### config.mk
export PLATFORM = sky130hd
export DESIGN_NAME = mov_seq_gen
export DESIGN_NICKNAME = d
export VERILOG_FILES = /design/src/rtl/mov_seq_pkg.sv /design/src/rtl/mov_seq_gen_halfword_pick.sv /design/src/rtl/mov_seq_gen.sv
export SDC_FILE = /design/constraint.sdc
export NUM_CORES = 1
export LEC_CHECK = 0
export ABC_AREA = 1
export CAP_MARGIN = 20
export CORE_ASPECT_RATIO = 0.6
export CORE_UTILIZATION = 35
export CTS_CLUSTER_SIZE = 14
export DETAILED_ROUTE_END_ITERATION = 7
export PLACE_DENSITY = 0.7
export SLEW_MARGIN = 20
export SYNTH_ARGS = -nofsm -noshare
export SYNTH_HDL_FRONTEND = slang
export SYNTH_SLANG_ARGS = --single-unit
### constraint.sdc
create_clock -name clk -period 5.24 [get_ports clk]
set_input_delay 1.572 -clock clk [delete_from_list [all_inputs] [get_ports clk]]
set_output_delay 1.572 -clock clk [all_outputs]
set_load 0.01 [all_outputs]
### src/rtl/mov_seq_pkg.sv
// Shared types and constants for the MOVZ/MOVK/MOVN sequence generator.
// Encoding helpers follow the LEGv8 IW format: opcode, hw shift, imm16, Rd.
package mov_seq_pkg;

  localparam int IW_RD_W  = 5;
  localparam int IW_IMM_W = 16;

  localparam logic [8:0] OPC_MOVZ = 9'b110100101;
  localparam logic [8:0] OPC_MOVK = 9'b111100101;
  localparam logic [8:0] OPC_MOVN = 9'b100100101;

  localparam int OPC_LSB = 23;
  localparam int HW_LSB  = 21;
  localparam int IMM_LSB = 5;
  localparam int RD_LSB  = 0;

  typedef enum logic {
    IDLE,
    EMIT
  } state_t;

  typedef struct packed {
    logic [8:0]          opcode;
    logic [1:0]          hw;
    logic [IW_IMM_W-1:0] imm;
    logic [IW_RD_W-1:0]  rd;
  } iw_instr_t;

  function automatic logic [31:0] encode(input iw_instr_t f);
    return (32'(f.opcode) << OPC_LSB) | (32'(f.hw) << HW_LSB) |
           (32'(f.imm) << IMM_LSB) | (32'(f.rd) << RD_LSB);
  endfunction

  function automatic logic [2:0] popcount4(input logic [3:0] m);
    return 3'(m[0]) + 3'(m[1]) + 3'(m[2]) + 3'(m[3]);
  endfunction

endpackage

### src/rtl/mov_seq_gen_halfword_pick.sv
// Finds the lowest set mask bit strictly above the current halfword index.
// Reports none_left when no such bit exists (index output is then 0).
module halfword_pick (
  input  logic [3:0] mask,
  input  logic [1:0] cur,
  output logic [1:0] next_idx,
  output logic       none_left
);

  // Scanning downward lets the lowest qualifying bit win.
  always_comb begin
    next_idx  = 2'd0;
    none_left = 1'b1;
    for (int i = 3; i >= 0; i--) begin
      if (i > int'(cur) && mask[i]) begin
        next_idx  = 2'(i);
        none_left = 1'b0;
      end
    end
  end

endmodule

### src/rtl/mov_seq_gen.sv
// Emits the shortest MOVZ/MOVK sequence that rebuilds a 64-bit constant.
// Define MOV_SEQ_MOVN_EN to start with MOVN when FFFF halfwords dominate.
module mov_seq_gen
  import mov_seq_pkg::*;
#(
  parameter int RD_W  = 5,
  parameter int IMM_W = 16
) (
  input  logic            clk,
  input  logic            reset,
  input  logic            in_valid,
  output logic            in_ready,
  input  logic [63:0]     in_value,
  input  logic [RD_W-1:0] in_rd,
  output logic            out_valid,
  input  logic            out_ready,
  output logic [31:0]     out_instr,
  output logic            out_last,
  output logic            busy
);

  localparam int HW_N = 64 / IMM_W;

  typedef logic [HW_N-1:0][IMM_W-1:0] hw_vec_t;

  state_t          state, state_nx;
  hw_vec_t         in_hw, value_q;
  logic [RD_W-1:0] rd_q;
  logic [HW_N-1:0] nz_mask, cap_mask, emit_mask_q, rem_q, first_rem, adv_rem;
  logic [1:0]      cur_q, first_idx, pick0_idx, adv_idx;
  logic            pick0_none, adv_none;
  logic            use_movn, load_first, advance, finish;
  iw_instr_t       first_f, adv_f;

  assign in_hw = in_value;

  always_comb begin
    nz_mask = '0;
    for (int i = 0; i < HW_N; i++) nz_mask[i] = (in_hw[i] != '0);
  end

`ifdef MOV_SEQ_MOVN_EN
  logic [HW_N-1:0] ones_mask;

  // MOVN only pays off when all-ones halfwords strictly outnumber zero ones.
  always_comb begin
    ones_mask = '0;
    for (int i = 0; i < HW_N; i++) ones_mask[i] = (in_hw[i] == '1);
    use_movn = popcount4(ones_mask) > popcount4(~nz_mask);
  end

  assign cap_mask = use_movn ? ~ones_mask : nz_mask;
`else
  assign use_movn = 1'b0;
  assign cap_mask = nz_mask;
`endif

  halfword_pick u_pick_first (
    .mask      (cap_mask),
    .cur       (2'd0),
    .next_idx  (pick0_idx),
    .none_left (pick0_none)
  );

  halfword_pick u_pick_adv (
    .mask      (emit_mask_q),
    .cur       (cur_q),
    .next_idx  (adv_idx),
    .none_left (adv_none)
  );

  // An empty mask falls back to halfword 0, whose imm is then 0 either way.
  assign first_idx = (cap_mask[0] || pick0_none) ? 2'd0 : pick0_idx;
  assign first_rem = cap_mask & ~(HW_N'(1) << first_idx);
  assign adv_rem   = rem_q & ~(HW_N'(1) << adv_idx);

  always_comb begin
    first_f.opcode = use_movn ? OPC_MOVN : OPC_MOVZ;
    first_f.hw     = first_idx;
    first_f.imm    = use_movn ? IW_IMM_W'(~in_hw[first_idx]) : IW_IMM_W'(in_hw[first_idx]);
    first_f.rd     = IW_RD_W'(in_rd);
    adv_f.opcode   = OPC_MOVK;
    adv_f.hw       = adv_idx;
    adv_f.imm      = IW_IMM_W'(value_q[adv_idx]);
    adv_f.rd       = IW_RD_W'(rd_q);
  end

  always_comb begin
    state_nx   = state;
    load_first = 1'b0;
    advance    = 1'b0;
    finish     = 1'b0;
    case (state)
      IDLE: begin
        if (in_valid) begin
          state_nx   = EMIT;
          load_first = 1'b1;
        end
      end
      EMIT: begin
        if (out_valid && out_ready) begin
          if (out_last || adv_none) begin
            state_nx = IDLE;
            finish   = 1'b1;
          end else begin
            advance = 1'b1;
          end
        end
      end
      default: state_nx = IDLE;
    endcase
  end

  assign in_ready = (state == IDLE);
  assign busy     = (state == EMIT);

  always_ff @(posedge clk or posedge reset) begin
    if (reset) state <= IDLE;
    else       state <= state_nx;
  end

  // Output registers only change on capture or on an accepted instruction.
  always_ff @(posedge clk or posedge reset) begin
    if (reset) begin
      value_q     <= '0;
      rd_q        <= '0;
      emit_mask_q <= '0;
      rem_q       <= '0;
      cur_q       <= '0;
      out_valid   <= 1'b0;
      out_last    <= 1'b0;
      out_instr   <= '0;
    end else if (load_first) begin
      value_q     <= in_hw;
      rd_q        <= in_rd;
      emit_mask_q <= cap_mask;
      rem_q       <= first_rem;
      cur_q       <= first_idx;
      out_valid   <= 1'b1;
      out_last    <= (first_rem == '0);
      out_instr   <= encode(first_f);
    end else if (advance) begin
      rem_q     <= adv_rem;
      cur_q     <= adv_idx;
      out_last  <= (adv_rem == '0);
      out_instr <= encode(adv_f);
    end else if (finish) begin
      out_valid <= 1'b0;
      out_last  <= 1'b0;
    end
  end

endmodule
==> results of run 1 <==
power breakdown:
part	switching, uW	internal [uW]
clock network	331	342
registers	215	1180
logic	1000	624
total	1550	2150
through the flow:
stage | util | cell area (um^2) | setup slack [ns] | std cells
6_report | 0.451 | 6980 | 1.74 | 1041
5_1_grt | 0.451 | 6980 | 1.52 | 1041
4_1_cts | 0.451 | 6980 | 1.80 | 1041
3_5_place_dp | 0.432 | 6690 | 1.43 | 1025
3_3_place_gp | 0.432 | 6690 | 1.48 | 1025
2_1_floorplan | - | 5590 | 0.936 | 753
kinds of logic (layout without fill, tap and decap cells):
group                  after synthesis  after routing  synth area share
other                                1              3          0.000671
buffers and inverters              117            202            0.0970
DFF                                104            104             0.466
AOI/OAI and AO/OA                  108            108             0.104
and+or+nand+nor                    421            421             0.332
final cells by class:
cell class	count	area, um^2
clock buffer	10	239
clock inverter	6	51.3
fill	1537	8480
inverter	76	292
multi-input combinational	532	2450
sequential	104	2600
tap	203	254
timing repair buffer	110	1090
registers in the layout, indices dropped and copies added, names as in the netlist:
register     count
out_instr       24
emit_mask_q      3
out_last         1
rd_q             5
cur_q            1
value_q         64
busy             1
out_valid        1
rem_q            4
metal layers:
layer	GRT usage	wire length, um	part of all wire
met1	0.347	8400	0.48
met2	0.311	7060	0.40
met3	0.0541	1890	0.11
met4	0.0529	155	0.0089
met5	0	0	0
final timing paths:
path | slack (ns) | start | end
min in group asynchronous | 1.69 | reset | value_q[6]
max in group asynchronous | 2.66 | reset | value_q[44]
min | 0.47 | rd_q[4] | rd_q[4]
max | 1.74 | in_value[38] | out_instr[20]
max reg2reg | 2.93 | cur_q[0] | out_instr[20]
min reg2reg | 0.47 | rd_q[4] | rd_q[4]
cell usage in the layout, fill, tap and decap left out, types with 5 or more instances in the layout:
cell type / synthesis / routed
nand3b_1: 7 / 7
nor2_4: 6 / 6
o21ai_1: 7 / 7
nand2_1: 251 / 251
buf_4: 11 / 5
clkbuf_16: 0 / 9
inv_1: 73 / 71
a31oi_1: 8 / 8
dfrtp_1: 104 / 104
a21oi_1: 17 / 17
nand3_1: 67 / 67
clkdlybuf4s50_1: 0 / 105
nor2_1: 71 / 71
o21ai_0: 69 / 69
tightest hold or removal path, cell delays in order, from the launching register on:
cell	delay, ns
dfrtp_1	0.32
nand2_1	0.06
nand2_1	0.06
cell usage after synthesis:
library cell  number  share of area
a21oi_1           17          0.015
a21oi_2            1         0.0016
a21oi_4            1         0.0029
a22oi_1            1         0.0013
a31oi_1            8         0.0090
buf_1              2         0.0013
buf_2             17          0.015
buf_4             11          0.015
buf_6              5          0.010
clkbuf_1           6         0.0040
conb_1             1        0.00067
dfrtp_1          104           0.47
inv_1             73          0.049
inv_2              2         0.0013
inv_4              1         0.0011
nand2_1          251           0.17
nand2_2            4         0.0045
nand2_4            2         0.0040
nand2_8            1         0.0036
nand3_1           67          0.060
nand3_2            2         0.0036
nand3_4            2         0.0063
nand3b_1           7         0.0094
nand4_1            3         0.0034
nor2_1            71          0.048
nor2_2             2         0.0022
nor2_4             6          0.012
nor2_8             1         0.0036
nor3b_2            1         0.0022
o211ai_1           2         0.0027
o21ai_0           69          0.062
o21ai_1            7         0.0063
o221ai_1           2         0.0031
or2_1              1         0.0011
==> key figures, run 1 <==
STA
  • Period utilization: 0.668
  • Final setup viols: 0
  • Fmax achieved: 286 MHz
  • Skew final: 0.0103 ns
  • RSZ-0062 raised after global routing: no
  • Fin crit period: 3.50 ns
  • Setup TNS: 0 ns
  • Worst Tran Pin Value: between 0.7 and 0.8 ns
  • Final Hold Fails: 0
  • Minimum hold slack: ~0.47 ns
  • Slew headroom: 0.520
  • Slew Limit Fails: 0

Min path
  • HP Class: reg2reg
  • Worst hold stages: 2

Global routing
  • GRT Util Overall: 0.225
  • Largest net degree at the start of global routing: 56
  • Vias in the first global route: 5038
  • Grt ovf: 0
  • Global-route wire length before repair: approximately 28 mm
  • Initial antenna violation count: 0

Clock network
  • Clock Latency Late Sink: 0.35 ns
  • Cts bufs inserted: 9
  • CTS resizes: 0
  • Root buf cell: clkbuf_16
  • TritonCTS clock tree: built
  • Clock sink count: 104
  • CTS clock-pin slew for the worst setup and hold paths: 0.08 ns
  • H-tree levels: 3
  • Maximum clock path buffer count: 2
  • Post-CTS Setup Bufs: 0
  • Hold buffer count at cts: 0

Pwr
  • Cell Pwr Density: 530 mW/mm^2
  • Leak Pwr: 0.00332 uW
  • VDD IR-drop max: 0.231 mV
  • Tot Pwr: 3700 uW

Floorplanning
  • Die Ht: 99.9 um
  • Core Rows: 35
  • Die ar.: between 0.015 and 0.02 mm^2
  • Die width: 165 um
  • Boundary Pins: 109
  • Initial Util: 0.361
  • Core box area: 0.0155 mm^2

Detailed routing
  • Detailed Routing Iterations Pass 1: 5
  • Drt first-iter violations: 563
  • DR vias: roughly 5200
  • Vias per cell: roughly 5
  • # DRC: 0
  • Routed Antenna Nets: 0
  • Routed Wire Length: 17.5 mm
  • Post-DR wirelength/cell: roughly 17 um

Critical path
  • Largest driver fanout on the critical path: 17
  • Cell-by-cell listing of the critical path: clkdlybuf4s50_1 -> nor2_1 -> nand2_1 -> nor2_2 -> nand2_2 -> nor2_4 -> nand2_2 -> nor2_1 -> o21ai_0 -> nand3_1
  • Worst EP required: roughly 5.5 ns
  • Worst setup EP type: flop
  • Worst r2r path cells: 10
  • Delay-heaviest family, CP: simple AND/OR/NAND/NOR gates
  • Arrival time at the worst endpoint: 3.79 ns
  • Worst path depth: 10
  • Kind of critical path: in2reg
  • Slowest CP cell: clkdlybuf4s50_1
  • Crit path buffers/inverters: 1
  • CP max stage delay: 0.49 ns
  • Startpoint class of the critical path: input pin

Job
  • Max-Cap Viols: 0

Final layout
  • Ant. Diodes: 0
  • Final nets: 906
  • Area delta synth->final: 24.9%
  • Share of cells above drive strength 1: 0.0585

Yosys
  • Mapped cell area: around 0.0056 mm^2
  • Flops & latches, synth: 104
  • Mapped Cells: 751
  • Yosys warns: 0
  • Seq/Total Area, Yosys: 0.466
  • Avg Inst Size Synth: roughly 7.4 um^2
  • Synth cell types: 34

Placement
  • DP HPWL: approximately 12 mm
  • PortBufs: 105
  • Final GP Congestion: 0.883

Outcome
  • Outcome: complete, no violations
No activity file was read; power rests on OpenSTA's default activity.
==> run 2: changes to the inputs <==
- PLACE_DENSITY: 0.7 -> 0.72
- clock period: 5.24 -> 3.2 ns (I/O delays scaled with it)
==> key figures, run 2 (synthesis gave the netlist of run 1 again) <==
Floorplanning
  • Core box area: 0.0155 mm^2 (unchanged)
  • Die width: 165 um (unchanged)
  • Die ar.: 0.0165 mm^2 (unchanged)
  • Core Rows: 35 (unchanged)
  • Boundary Pins: 109 (unchanged)
  • Die Ht: 99.9 um (unchanged)
  • Initial Util: 0.361 (unchanged)

Critical path
  • Largest driver fanout on the critical path: 13 (-4)
  • R2r setup slk: 1.20 ns (-1.73 ns)
  • Worst EP required: 3.44 ns (-2.09 ns)
  • Arrival time at the worst endpoint: 2.89 ns (-0.90 ns)
  • Worst R2R End: out_instr[20]
  • Reg-to-Reg Start: out_instr[22]
  • Startpoint class of the critical path: input pin
  • Kind of critical path: in2reg
  • Worst setup EP type: flop
  • Worst r2r path cells: 10 (unchanged)

Detailed routing
  • DR vias: 5361 (+2.3%)
  • Drt first-iter violations: 634 (+13%)
  • Routed Wire Length: 17.4 mm (-0.68%)
  • Post-DR wirelength/cell: 16.6 um (-1.2%)
  • Vias per cell: 5.12 (+1.7%)
  • Routed Antenna Nets: 0 (unchanged)
  • # DRC: 0 (unchanged)
  • Detailed Routing Iterations Pass 1: 5 (unchanged)

Min path
  • HP Class: reg2reg
  • Hold Path End: rd_q[1]
  • Worst min-delay path startpoint: rd_q[1]
  • Worst hold stages: 2 (unchanged)

Final layout
  • FF+latch area: 0.00260 mm^2 (unchanged)
  • Final Non-Filler Cells: 1047 (+0.58%)
  • Commonest non-fill, non-tap cell in the layout: nand2_1
  • Ant. Diodes: 0 (unchanged)
  • Most frequent cells in the layout: 251 x nand2_1, 105 x clkdlybuf4s50_1, 104 x dfrtp_1
  • Share of cells above drive strength 1: 0.0652 (+0.00669)
  • Multi-input gate area: 0.00245 mm^2 (unchanged)
  • Area delta synth->final: 26.6%
  • Biggest regs: value_q: 64 flops, out_instr: 24 flops, rd_q: 5 flops
  • Max reg flops: 64 (unchanged)
  • Final nets: 912 (+0.66%)
  • Layout fillers: 1554 (+1.1%)
  • Largest register by flop count: value_q

Placement
  • Final GP Congestion: 0.907 (+2.7%)
  • Placed Cells: 1031 (+0.59%)
  • PortBufs: 105 (unchanged)
  • DP HPWL: 12.1 mm (+0.39%)

STA
  • Final setup viols: 0 (unchanged)
  • Slew Limit Fails: 0 (unchanged)
  • Fmax achieved: 377 MHz
  • RSZ-0062 raised after global routing: no
  • Fin crit period: 2.65 ns
  • Final Hold Fails: 0 (unchanged)
  • Skew final: 0.00944 ns (-0.000877 ns)
  • Slew headroom: 0.530 (+0.0102)
  • Period utilization: 0.828
  • Worst Tran Pin Value: 0.703 ns (-0.0170 ns)
  • Setup TNS: 0 ns (unchanged)

Pwr
  • VDD IR-drop max: 0.341 mV (+48%)
  • Cell Pwr Density: 859 mW/mm^2 (+62%)
  • Leak Pwr: 0.00337 uW (+1.5%)

Clock network
  • H-tree levels: 3 (unchanged)
  • CTS clock-pin slew for the worst setup and hold paths: 0.08 ns (about the same)
  • Hold buffer count at cts: 0 (unchanged)
  • Clock sink count: 104 (unchanged)
  • Root buf cell: clkbuf_16
  • CTS resizes: 0 (unchanged)
  • Post-CTS Setup Bufs: 0 (unchanged)
  • Cts bufs inserted: 9 (unchanged)
  • TritonCTS clock tree: built
  • Maximum clock path buffer count: 2 (unchanged)
  • Clock Latency Late Sink: 0.36 ns (about the same)

Global routing
  • Grt ovf: 0 (unchanged)
  • Largest net degree at the start of global routing: 79 (+41%)
  • Initial antenna violation count: 0 (unchanged)
  • Vias in the first global route: 4923 (-2.3%)
  • GRT Util Overall: 0.221 (-0.00409)
  • Global-route wire length before repair: 27.2 mm (-2.1%)

Job
  • Max-Cap Viols: 0 (unchanged)

Outcome
  • Outcome: complete, no violations
run 2: cell count changes in the layout (fill, tap and decap cells not counted), sizes merged:
| cell | previous run | this run |
|---|---|---|
| inv | 77 | 76 |
| clkinvlp | 3 | 2 |
| clkinv | 2 | 5 |
| clkbuf | 10 | 9 |
| buf | 5 | 11 |
run 2: worst max-delay path by stage:
| stage | from | to | slack, ns | cells after the start |
|---|---|---|---|---|
| final | in_value[30] | out_instr[13] | 0.55 | 9 |
| after global routing | in_value[30] | out_instr[13] | 0.45 | 9 |
| after CTS | in_value[52] | out_instr[9] | 0.60 | 11 |
| after detailed placement | in_value[52] | out_instr[9] | 0.23 | 11 |
| after global placement | in_value[52] | out_instr[9] | 0.28 | 11 |
| after floorplan | reset | busy | 0.99 | 1 |
run 2: report_power, final:
part           switching, uW  internal [uW]  total, uW  leakage [uW]
clock                    555            545       1100      0.000140
sequential               349           1930       2280       0.00128
combinational           1640           1050       2690       0.00195
total                   2540           3530       6070       0.00337
run 2: metal layers:
metal | share of wire | track usage
met1 | 0.47 | 0.339
met2 | 0.41 | 0.313
met3 | 0.11 | 0.0492
met4 | 0.0089 | 0.0487
met5 | 0 | 0
run 2: layout make-up:
cell class                 count  area share
timing repair buffer         116       0.167
inverter                      76      0.0414
multi-input combinational    532       0.346
clock inverter                 7     0.00920
clock buffer                   9      0.0318
tap                          203      0.0359
sequential                   104       0.368
run 2: stage by stage:
step	setup slack (ns)	total power [uW]	hold WS [ns]	instance area, um^2	util
2_1_floorplan	0.994	3990	0.436	5600	-
3_3_place_gp	0.277	4900	0.450	6780	0.439
3_5_place_dp	0.228	4970	0.459	6780	0.439
4_1_cts	0.599	6070	0.477	7070	0.457
5_1_grt	0.447	6540	0.499	7070	0.457
6_report	0.551	6070	0.471	7070	0.457
run 2: critical path, stage by stage:
cell             delay, ns
clkdlybuf4s50_1       0.53
nor2_1                0.15
nand2_1               0.09
nor2_1                0.12
nand2_1               0.11
inv_1                 0.20
nand3_2               0.39
nand3b_1              0.23
nand3_1               0.09
